File: config.mk
export PLATFORM = sky130hd
export DESIGN_NAME = rom_loader_sram_writer
export DESIGN_NICKNAME = d
export VERILOG_FILES = /design/src/rtl/hack_soc_pkg.sv /design/src/rtl/rom_loader_sram_writer_spi_frame_tx.sv /design/src/rtl/rom_loader_sram_writer.sv
export SDC_FILE = /design/constraint.sdc
export NUM_CORES = 1
export LEC_CHECK = 0
export BUFFER_PORTS_ARGS = -buffer_cell sky130_fd_sc_hd__buf_4
export CAP_MARGIN = 20
export CORE_ASPECT_RATIO = 0.75
export CORE_MARGIN = 3
export CORE_UTILIZATION = 58
export DETAILED_ROUTE_END_ITERATION = 10
export GPL_ROUTABILITY_DRIVEN = 0
export PLACE_DENSITY = 0.89
export RECOVER_POWER = 25
export SYNTH_ARGS = -nofsm -noshare
export SYNTH_HDL_FRONTEND = slang
export SYNTH_SLANG_ARGS = --single-unit
File: constraint.sdc
create_clock -name clk -period 2.1 [get_ports clk]
set_input_delay 0.21 -clock clk [delete_from_list [all_inputs] [get_ports clk]]
set_output_delay 0.21 -clock clk [all_outputs]
set_load 0.05 [all_outputs]
File: src/rtl/hack_soc_pkg.sv
// Shared types and constants for the hack_soc ROM loading path.
// Used by the ROM loader FSM and its SPI frame shifter.
package hack_soc_pkg;

    typedef enum logic [2:0] {
        IDLE,
        SETUP,
        SHIFT,
        HOLD,
        ACK
    } loader_state_t;

    typedef enum logic [1:0] {
        TX_IDLE,
        TX_SETUP,
        TX_LOW,
        TX_HIGH
    } tx_state_t;

    localparam logic [7:0] ROM_WRITE_CMD  = 8'h02;
    localparam int         SPI_FRAME_BITS = 48;

endpackage

File: src/rtl/rom_loader_sram_writer_spi_frame_tx.sv
// Single-bit SPI mode-0 shifter: sends one frame MSB first, two clocks per bit,
// after a one-cycle setup slot that lines up with the loader's SETUP state.
module spi_frame_tx
    import hack_soc_pkg::*;
#(
    parameter int FRAME_BITS = SPI_FRAME_BITS
) (
    input  logic                  clk,
    input  logic                  reset,
    input  logic                  start_i,
    input  logic [FRAME_BITS-1:0] frame_i,
    output logic                  done_o,
    output logic                  sck_o,
    output logic                  sio0_o
);

    localparam int CNT_W = $clog2(FRAME_BITS);

    tx_state_t             state_q;
    logic [CNT_W-1:0]      bitCnt_q;
    logic [FRAME_BITS-1:0] shift_q;
    logic                  sck_q;

    // The outgoing bit is always the shift register MSB; it only moves while sck falls.
    always_ff @(posedge clk) begin
        if (reset) begin
            state_q  <= TX_IDLE;
            bitCnt_q <= '0;
            shift_q  <= '0;
            sck_q    <= 1'b0;
        end else begin
            case (state_q)
                TX_IDLE: begin
                    sck_q <= 1'b0;
                    if (start_i) begin
                        shift_q  <= frame_i;
                        bitCnt_q <= CNT_W'(FRAME_BITS - 1);
                        state_q  <= TX_SETUP;
                    end
                end
                TX_SETUP: begin
                    state_q <= TX_LOW;
                end
                TX_LOW: begin
                    sck_q   <= 1'b1;
                    state_q <= TX_HIGH;
                end
                TX_HIGH: begin
                    sck_q <= 1'b0;
                    if (bitCnt_q == '0) begin
                        shift_q <= '0;
                        state_q <= TX_IDLE;
                    end else begin
                        bitCnt_q <= bitCnt_q - CNT_W'(1);
                        shift_q  <= {shift_q[FRAME_BITS-2:0], 1'b0};
                        state_q  <= TX_LOW;
                    end
                end
                default: begin
                    state_q <= TX_IDLE;
                end
            endcase
        end
    end

    assign done_o = (state_q == TX_HIGH) && (bitCnt_q == '0);
    assign sck_o  = sck_q;
    assign sio0_o = shift_q[FRAME_BITS-1];

endmodule

File: src/rtl/rom_loader_sram_writer.sv
// Host-to-SRAM ROM loader: takes one word per four-phase handshake and writes it
// to the 23LC1024 with a WRITE command at consecutive word addresses.
module rom_loader_sram_writer
    import hack_soc_pkg::*;
#(
    parameter int         DATA_WIDTH      = 16,
    parameter int         WORD_ADDR_WIDTH = 16,
    parameter int         SRAM_ADDR_BITS  = 24,
    parameter logic [7:0] WRITE_CMD       = ROM_WRITE_CMD
) (
    input  logic                       clk,
    input  logic                       reset,
    input  logic                       rom_loader_reset,
    input  logic                       rom_loader_load,
    input  logic [DATA_WIDTH-1:0]      rom_loader_data,
    output logic                       rom_loader_ack,
    output logic                       rom_loader_load_received,
    output logic                       loading,
    output logic [WORD_ADDR_WIDTH-1:0] word_addr,
    output logic                       rom_cs_n,
    output logic                       rom_sck,
    output logic                       rom_sio_oe,
    output logic                       rom_sio0_o,
    output logic                       rom_sio1_o,
    output logic                       rom_sio2_o,
    output logic                       rom_sio3_o
);

    localparam int FRAME_BITS = 8 + SRAM_ADDR_BITS + DATA_WIDTH;

    loader_state_t              state_q;
    logic                       sessPrev_q;
    logic                       restart_q;
    logic [WORD_ADDR_WIDTH-1:0] wordAddr_q;
    logic                       ack_q;
    logic                       loadRecv_q;
    logic                       csN_q;
    logic                       sioOe_q;

    logic                       sessRise_d;
    logic                       txStart_d;
    logic                       txDone_d;
    logic [WORD_ADDR_WIDTH-1:0] frameAddr_d;
    logic [SRAM_ADDR_BITS-1:0]  addrField_d;
    logic [FRAME_BITS-1:0]      frame_d;

    // A session rising in the same cycle as the first load must already target word 0.
    assign sessRise_d  = rom_loader_reset & ~sessPrev_q;
    assign frameAddr_d = sessRise_d ? '0 : wordAddr_q;
    assign addrField_d = SRAM_ADDR_BITS'({frameAddr_d, 1'b0});
    assign frame_d     = {WRITE_CMD, addrField_d, rom_loader_data};
    assign txStart_d   = (state_q == IDLE) && rom_loader_reset && rom_loader_load;

    spi_frame_tx #(
        .FRAME_BITS (FRAME_BITS)
    ) u_tx (
        .clk     (clk),
        .reset   (reset),
        .start_i (txStart_d),
        .frame_i (frame_d),
        .done_o  (txDone_d),
        .sck_o   (rom_sck),
        .sio0_o  (rom_sio0_o)
    );

    // A session restart seen mid-word is remembered and applied when the word retires.
    always_ff @(posedge clk) begin
        if (reset) begin
            state_q    <= IDLE;
            sessPrev_q <= 1'b0;
            restart_q  <= 1'b0;
            wordAddr_q <= '0;
            ack_q      <= 1'b0;
            loadRecv_q <= 1'b0;
            csN_q      <= 1'b1;
            sioOe_q    <= 1'b0;
        end else begin
            sessPrev_q <= rom_loader_reset;
            if ((state_q != IDLE) && sessRise_d) begin
                restart_q <= 1'b1;
            end
            case (state_q)
                IDLE: begin
                    restart_q <= 1'b0;
                    if (sessRise_d) begin
                        wordAddr_q <= '0;
                    end
                    if (txStart_d) begin
                        loadRecv_q <= 1'b1;
                        csN_q      <= 1'b0;
                        sioOe_q    <= 1'b1;
                        state_q    <= SETUP;
                    end
                end
                SETUP: begin
                    state_q <= SHIFT;
                end
                SHIFT: begin
                    if (txDone_d) begin
                        state_q <= HOLD;
                    end
                end
                HOLD: begin
                    ack_q   <= 1'b1;
                    csN_q   <= 1'b1;
                    sioOe_q <= 1'b0;
                    state_q <= ACK;
                end
                ACK: begin
                    if (!rom_loader_load) begin
                        ack_q      <= 1'b0;
                        loadRecv_q <= 1'b0;
                        restart_q  <= 1'b0;
                        wordAddr_q <= (restart_q || sessRise_d) ? '0
                                    : wordAddr_q + WORD_ADDR_WIDTH'(1);
                        state_q    <= IDLE;
                    end
                end
                default: begin
                    state_q <= IDLE;
                end
            endcase
        end
    end

    assign rom_loader_ack           = ack_q;
    assign rom_loader_load_received = loadRecv_q;
    assign loading                  = rom_loader_reset | (state_q != IDLE);
    assign word_addr                = wordAddr_q;
    assign rom_cs_n                 = csN_q;
    assign rom_sio_oe               = sioOe_q;
    assign rom_sio1_o               = 1'b0;
    assign rom_sio2_o               = 1'b0;
    assign rom_sio3_o               = 1'b1;

endmodule

Word-level counts from Yosys, hierarchy flattened
Cells that the tools add are included.
Widths: inputs -> output; s select.
- flip-flop bits (word level): 82
- latch bits: 0
- memory bits (writable): 0
- bits in read-only memories: 0
- input port bits: 20
- output and inout port bits: 26
- memories: 0
- add/subtract/negate cells: 2
- multiply operators: 0
- divide/modulo/power cells: 0
- magnitude comparators: 0
- eq/ne operators: 12
- shifts and indexed selects: 0
- muxes and demuxes: 28
- bitwise logic cells: 3
- reduce and logical (&&, ||, !) cells: 22
- operators by type and width (kind ; count):
    $mux 48 ; 2
    $pmux 48 s2 ; 1
    $mux 16 ; 3
    $pmux 16 s2 ; 1
    $add 16x1->16 const B ; 1
    $pmux 3 s5 ; 1
    $mux 6 ; 2
    $pmux 1 s2 ; 6
    $pmux 6 s2 ; 1
    $ne 2x2->1 const B ; 5
    $reduce_bool 2->1 ; 5
    $mux 3 ; 3
    $reduce_and 3->1 ; 3
    $pmux 2 s4 ; 1
    $reduce_and 2->1 ; 4
    $eq 3x2->1 const B ; 2
    $logic_not 6->1 ; 1
    $sub 6x1->6 const B ; 1
    $mux 1 ; 5
    $eq 2x2->1 const B ; 2
    $logic_and 1x1->1 ; 4
    $mux 2 ; 2
    $eq 3x1->1 const B ; 1
    $eq 3x3->1 const B ; 1
    9 further kinds ; 9

Depth between registers and ports, before layout
- word-level depth: 6
- mapped depth: 8

Hierarchy
Synthesis repeated with hierarchy kept, for this count alone.
- cells, all modules: 464
- area, all modules: 4181.5 µm²
- by module, submodules not included (module ; times used ; cells an instance ; area an instance (µm²) ; sequential area each (µm²)):
    spi_frame_tx ; 1 ; 286 ; 2748.9 ; 1141.1
    rom_loader_sram_writer ; 1 ; 178 ; 1432.6 ; 500.5

Worst setup path before layout
No wires, ideal clock.
- kind: register to register
- from: register wordAddr_q[0] (netlist: word_addr[0])
- to: register wordAddr_q[10] (netlist: word_addr[10])
- data arrival time: 2035 ps
- setup slack: -9 ps
- cell stages (with the launch flop): 7
- buffers on the path: 1
- cells stage by stage: dfxtp_1 -> ha_1 -> and3_1 -> clkbuf_1 -> nand2_1 -> or4_1 -> a31oi_1
- word-level cells in the longest chain between the ends: 4
- ends and longest elaborated chain (element ; RTL line ; text):
    start, declared ; rom_loader_sram_writer.sv:34 ; logic [WORD_ADDR_WIDTH-1:0] wordAddr_q;
    start signal, assigned ; rom_loader_sram_writer.sv:114 ; wordAddr_q <= (restart_q || sessRise_d) ? '0
    $add 16x1->16 ; rom_loader_sram_writer.sv:115 ; : wordAddr_q + WORD_ADDR_WIDTH'(1);
    $mux 16 ; rom_loader_sram_writer.sv:114 ;
    $mux 16 ; rom_loader_sram_writer.sv:110 ; if (!rom_loader_load) begin
    $pmux 16 s2 ; rom_loader_sram_writer.sv:82 ; case (state_q)
No other way between the ends. The select of a mux whose other input is x is not followed.
A chain may end at the register's enable or synchronous reset.

Worst setup path in the final report
- from: register u_tx.state_q[0]
- to: register u_tx.shift_q[14]
- word-level cells in the longest chain between the ends: 3
- elaborated cells between the ends (all ways): 6
- those cells by class: eq/ne: 2; mux: 1; reduce/logical: 3
- ends and longest elaborated chain (element ; RTL line ; text):
    start, declared ; rom_loader_sram_writer_spi_frame_tx.sv:19 ; tx_state_t state_q;
    start signal, assigned ; rom_loader_sram_writer_spi_frame_tx.sv:27 ; state_q <= TX_IDLE;
    start signal, assigned ; rom_loader_sram_writer_spi_frame_tx.sv:38 ; state_q <= TX_SETUP;
    start signal, assigned ; rom_loader_sram_writer_spi_frame_tx.sv:42 ; state_q <= TX_LOW;
    $eq 2x2->1 or $logic_not 2->1 (tied branches) ; rom_loader_sram_writer_spi_frame_tx.sv:32 ; case (state_q)
    $reduce_bool 2->1 (no source line) or $ne 2x2->1 (tied branches) ; -- ;
    $reduce_and 2->1 (no source line) ; -- ;
    end signal, assigned ; rom_loader_sram_writer_spi_frame_tx.sv:36 ; shift_q <= frame_i;
    end signal, assigned ; rom_loader_sram_writer_spi_frame_tx.sv:55 ; shift_q <= {shift_q[FRAME_BITS-2:0], 1'b0};
    end, declared ; rom_loader_sram_writer_spi_frame_tx.sv:21 ; logic [FRAME_BITS-1:0] shift_q;
Several ways; a longest one is shown, not always the timed one.

==> impl_results.md <==
* Minimum clock period at 2020 ps
* Num CTS Buffers at 9
* VDD IR max at 0.000538 V
* Routed Antenna Nets at 0
* Tcrit/Tclk final at 0.964
* Worst Min Path Start: rom_loader_data[13]
* WP depth at 8
* Final Hold Vio Count at 0
* Cell chain of the critical path: inv_1 > ha_1 > nand2b_1 > o21ai_4 > buf_4 > buf_4 > a32oi_1 > o21ai_0
* Layout cells sized above 1 at 0.162
* Routed WL per cell at 17.6 um
* Post-synth EDFFs at 0
* Cell taking the most area after synthesis: dfxtp_1
* Synth-to-Final Area Change at 15.1%
* R2r setup slk at 80 ps
* PwrDens at 838 mW/mm^2
* # Max-Cap Violations at 0
* Top cells by area in the synthesized netlist: dfxtp_1 (42%), a221o_1 (5.6%), nand2_1 (3.8%)
* Vias post-DR at 3701
* IO buf count at 42
* Vias in the first global route at 3492
* CP max stage cell: dfxtp_1
* Critical Path AT at 2270 ps
* Synth Area per Inst at 8.78 um^2
* Final Max Tran Viols at 0
* FP Rows at 25
* Hold crit path type: in2reg
* Top Ports at 46
* Drt pass-1 iters at 4
* Req. time, crit path at 2340 ps
* First-pass GRT wire length at 16800 um
* Total Wirelength at 10100 um
* Area share of the largest cell type after synthesis at 0.415
* Fin util at 0.706
* RSZ-0062 raised after global routing: yes
* LEAKAGE at 1.70 nW
* CTS tree: built
* HPWL after detailed placement at 6560 um
* Clk pin slew, worst setup/hold paths at 100 ps
* Vias per cell at 6.43
* Synth warn at 0
* Sequential fraction of the synthesis area at 0.415
* Setup WS post-layout at 76.5 ps
* Fin cells at 576
* Clock sinks at 82
* Crit path largest cell delay at 360 ps
* H-tree Lvls at 3
* Total global routing overflow at 0
* CP Capture Type: flip-flop
* Hold buffer count at CTS at 0
* Fillers at 500
* Worst-Margin Slew at 603 ps
* CP top delay family: buffers and inverters
* Critical path peak fanout at 8
* Worst-Skew Late Latency at 370 ps
* DRC Markers at 0
* Final setup violation count at 0
* CTS root buf: clkbuf_8
* Netlist cell types at 64
* Antenna Cells at 0
* Asr flop ratio synth at 0
* R2R cell count at 8
* Worst setup SP type: flip-flop
* NumNets Final at 518
* CP bufs+invs at 3
* Core area at 0.00644 mm^2
* DP Worst Slack at -38.7 ps
* Synth Instances at 450
* Die Span X at 101 um
* Status: completed
* Placed insts at 556
* RR Startpoint: u_tx.state_q[0]
* Max Root-Sink Buffers at 2
* Slew HR at 0.600
* Synthesized area at 0.00395 mm^2
* Top_reg_cell synth: dfxtp_1
* Crit path from: u_tx.state_q[0]
* Total track usage at 0.263
* Worst setup path category: reg2reg
* Setup crit end: u_tx.shift_q[14]
* DIE AREA at 0.00785 mm^2
* Fmax achieved at 0.494 GHz
* Reg2reg end: u_tx.shift_q[14]
* First-iteration detailed-routing DRC count at 299
* Initial Utilization at 0.613
* Initial antenna violation count at 0
* CP most frequent cell: buf_4
* Die Height at 77.5 um
* Skew final at 11.4 ps
* Register bit total from synthesis at 82
* Largest net degree at the start of global routing at 34
[layout make-up]
class,instances,area [um^2],share of cell area
inverters,12,45.0,0.00991
repair buffers,67,440,0.0969
flip-flops and latches,82,1640,0.361
well taps,81,101,0.0223
clock inverters,7,106,0.0234
multi-input cells,318,2090,0.459
clock buffers,9,124,0.0272
[layer usage]
layer | part of all wire | GRT usage
met4 | 0.0078 | 0.0505
met2 | 0.45 | 0.411
met3 | 0.087 | 0.0719
met5 | 0 | 0
met1 | 0.46 | 0.366
[through the flow]
stage | hold slack [ps] | setup TNS (ps) | total power [mW] | instance area (um^2)
final | 40.3 | 0 | 3.81 | 4550
after global placement | 423 | 0 | 2.41 | 4340
after floorplan | 326 | 0 | 2.23 | 3960
after global routing | 39.3 | -16.0 | 3.97 | 4550
after detailed placement | 424 | -74.4 | 2.45 | 4340
after CTS | 34.4 | 0 | 3.78 | 4580
[sequential cells by signal, indices dropped and copies added, names as in the netlist]
name                      count
rom_sio_oe                    1
u_tx.shift_q                 48
restart_q                     1
u_tx.sck_o                    1
state_q                       3
rom_loader_load_received      1
u_tx.state_q                  2
sessPrev_q                    1
rom_cs_n                      1
word_addr                    16
rom_loader_ack                1
u_tx.bitCnt_q                 6
[cells in the mapped netlist, drive strengths merged (3+ instances only)]
library cell,number
dfxtp,82
nand2,40
a21oi,29
nand3,28
a221o,22
and3,22
buf,22
nor2b,21
clkbuf,18
nor2,17
o21ai,17
inv,12
nor3,10
ha,8
nor4,8
a211oi,7
a31oi,6
and4,6
nand4,6
nand2b,5
or3,5
a22oi,4
and2,4
nand3b,4
o211ai,3
o21a,3
or4,3
[kinds of logic after synthesis]
group	Yosys count	synth area share
flops	82	0.415
mux	3	0.00792
other cells	2	0.00190
fa+ha+maj	8	0.0253
xor+xnor	1	0.00222
buf+inv	52	0.0662
compound gates	113	0.208
simple gates	189	0.273
[cells in the final DEF (no fill, tap or decap), types with 3 or more instances in the layout]
master,instances
and4_1,6
dfxtp_1,81
inv_6,4
clkbuf_8,9
conb_1,3
inv_1,12
a31oi_1,6
nand3b_1,4
o211ai_1,3
or3_1,5
or4_1,3
and3_1,22
nor3_1,9
nand2_1,40
buf_4,46
nor2_1,17
a21oi_1,29
nand4_1,6
nor2b_1,21
nor4_1,6
a211oi_1,7
nand3_1,28
a22oi_1,4
a221o_1,22
ha_1,8
o21ai_0,14
clkbuf_1,20
and2_1,3
nand2b_1,5
[worst min-delay path by stage]
| stage | depth (start not counted) | end |
|---|---|---|
| floorplan | 2 | u_tx.shift_q[2] |
| global placement | 3 | u_tx.shift_q[12] |
| detailed placement | 3 | u_tx.shift_q[12] |
| CTS | 3 | u_tx.shift_q[13] |
| global route | 3 | u_tx.shift_q[12] |
| finish | 3 | u_tx.shift_q[13] |
[tightest hold or removal path, delay by kind of cell]
kind | cells | cell delay [ps]
simple gates | 1 | 30
compound gates | 1 | 60
buf+inv | 1 | 70
[repair_timing]
action                                  CTS  global route
hold endpoints to repair                  0             0
gates resized for setup                   0             4
pin swaps                                 1             1
endpoints found under the setup margin    7            44
buffers inserted                          0             3
cloned                                    1             0
[power by group]
group          total, mW  switching, mW  internal (mW)
combinational      0.772          0.486          0.286
sequential          1.70         0.0593           1.64
clock               1.34          0.649          0.695
total               3.81           1.19           2.62
(Power assumes the default switching activity.)
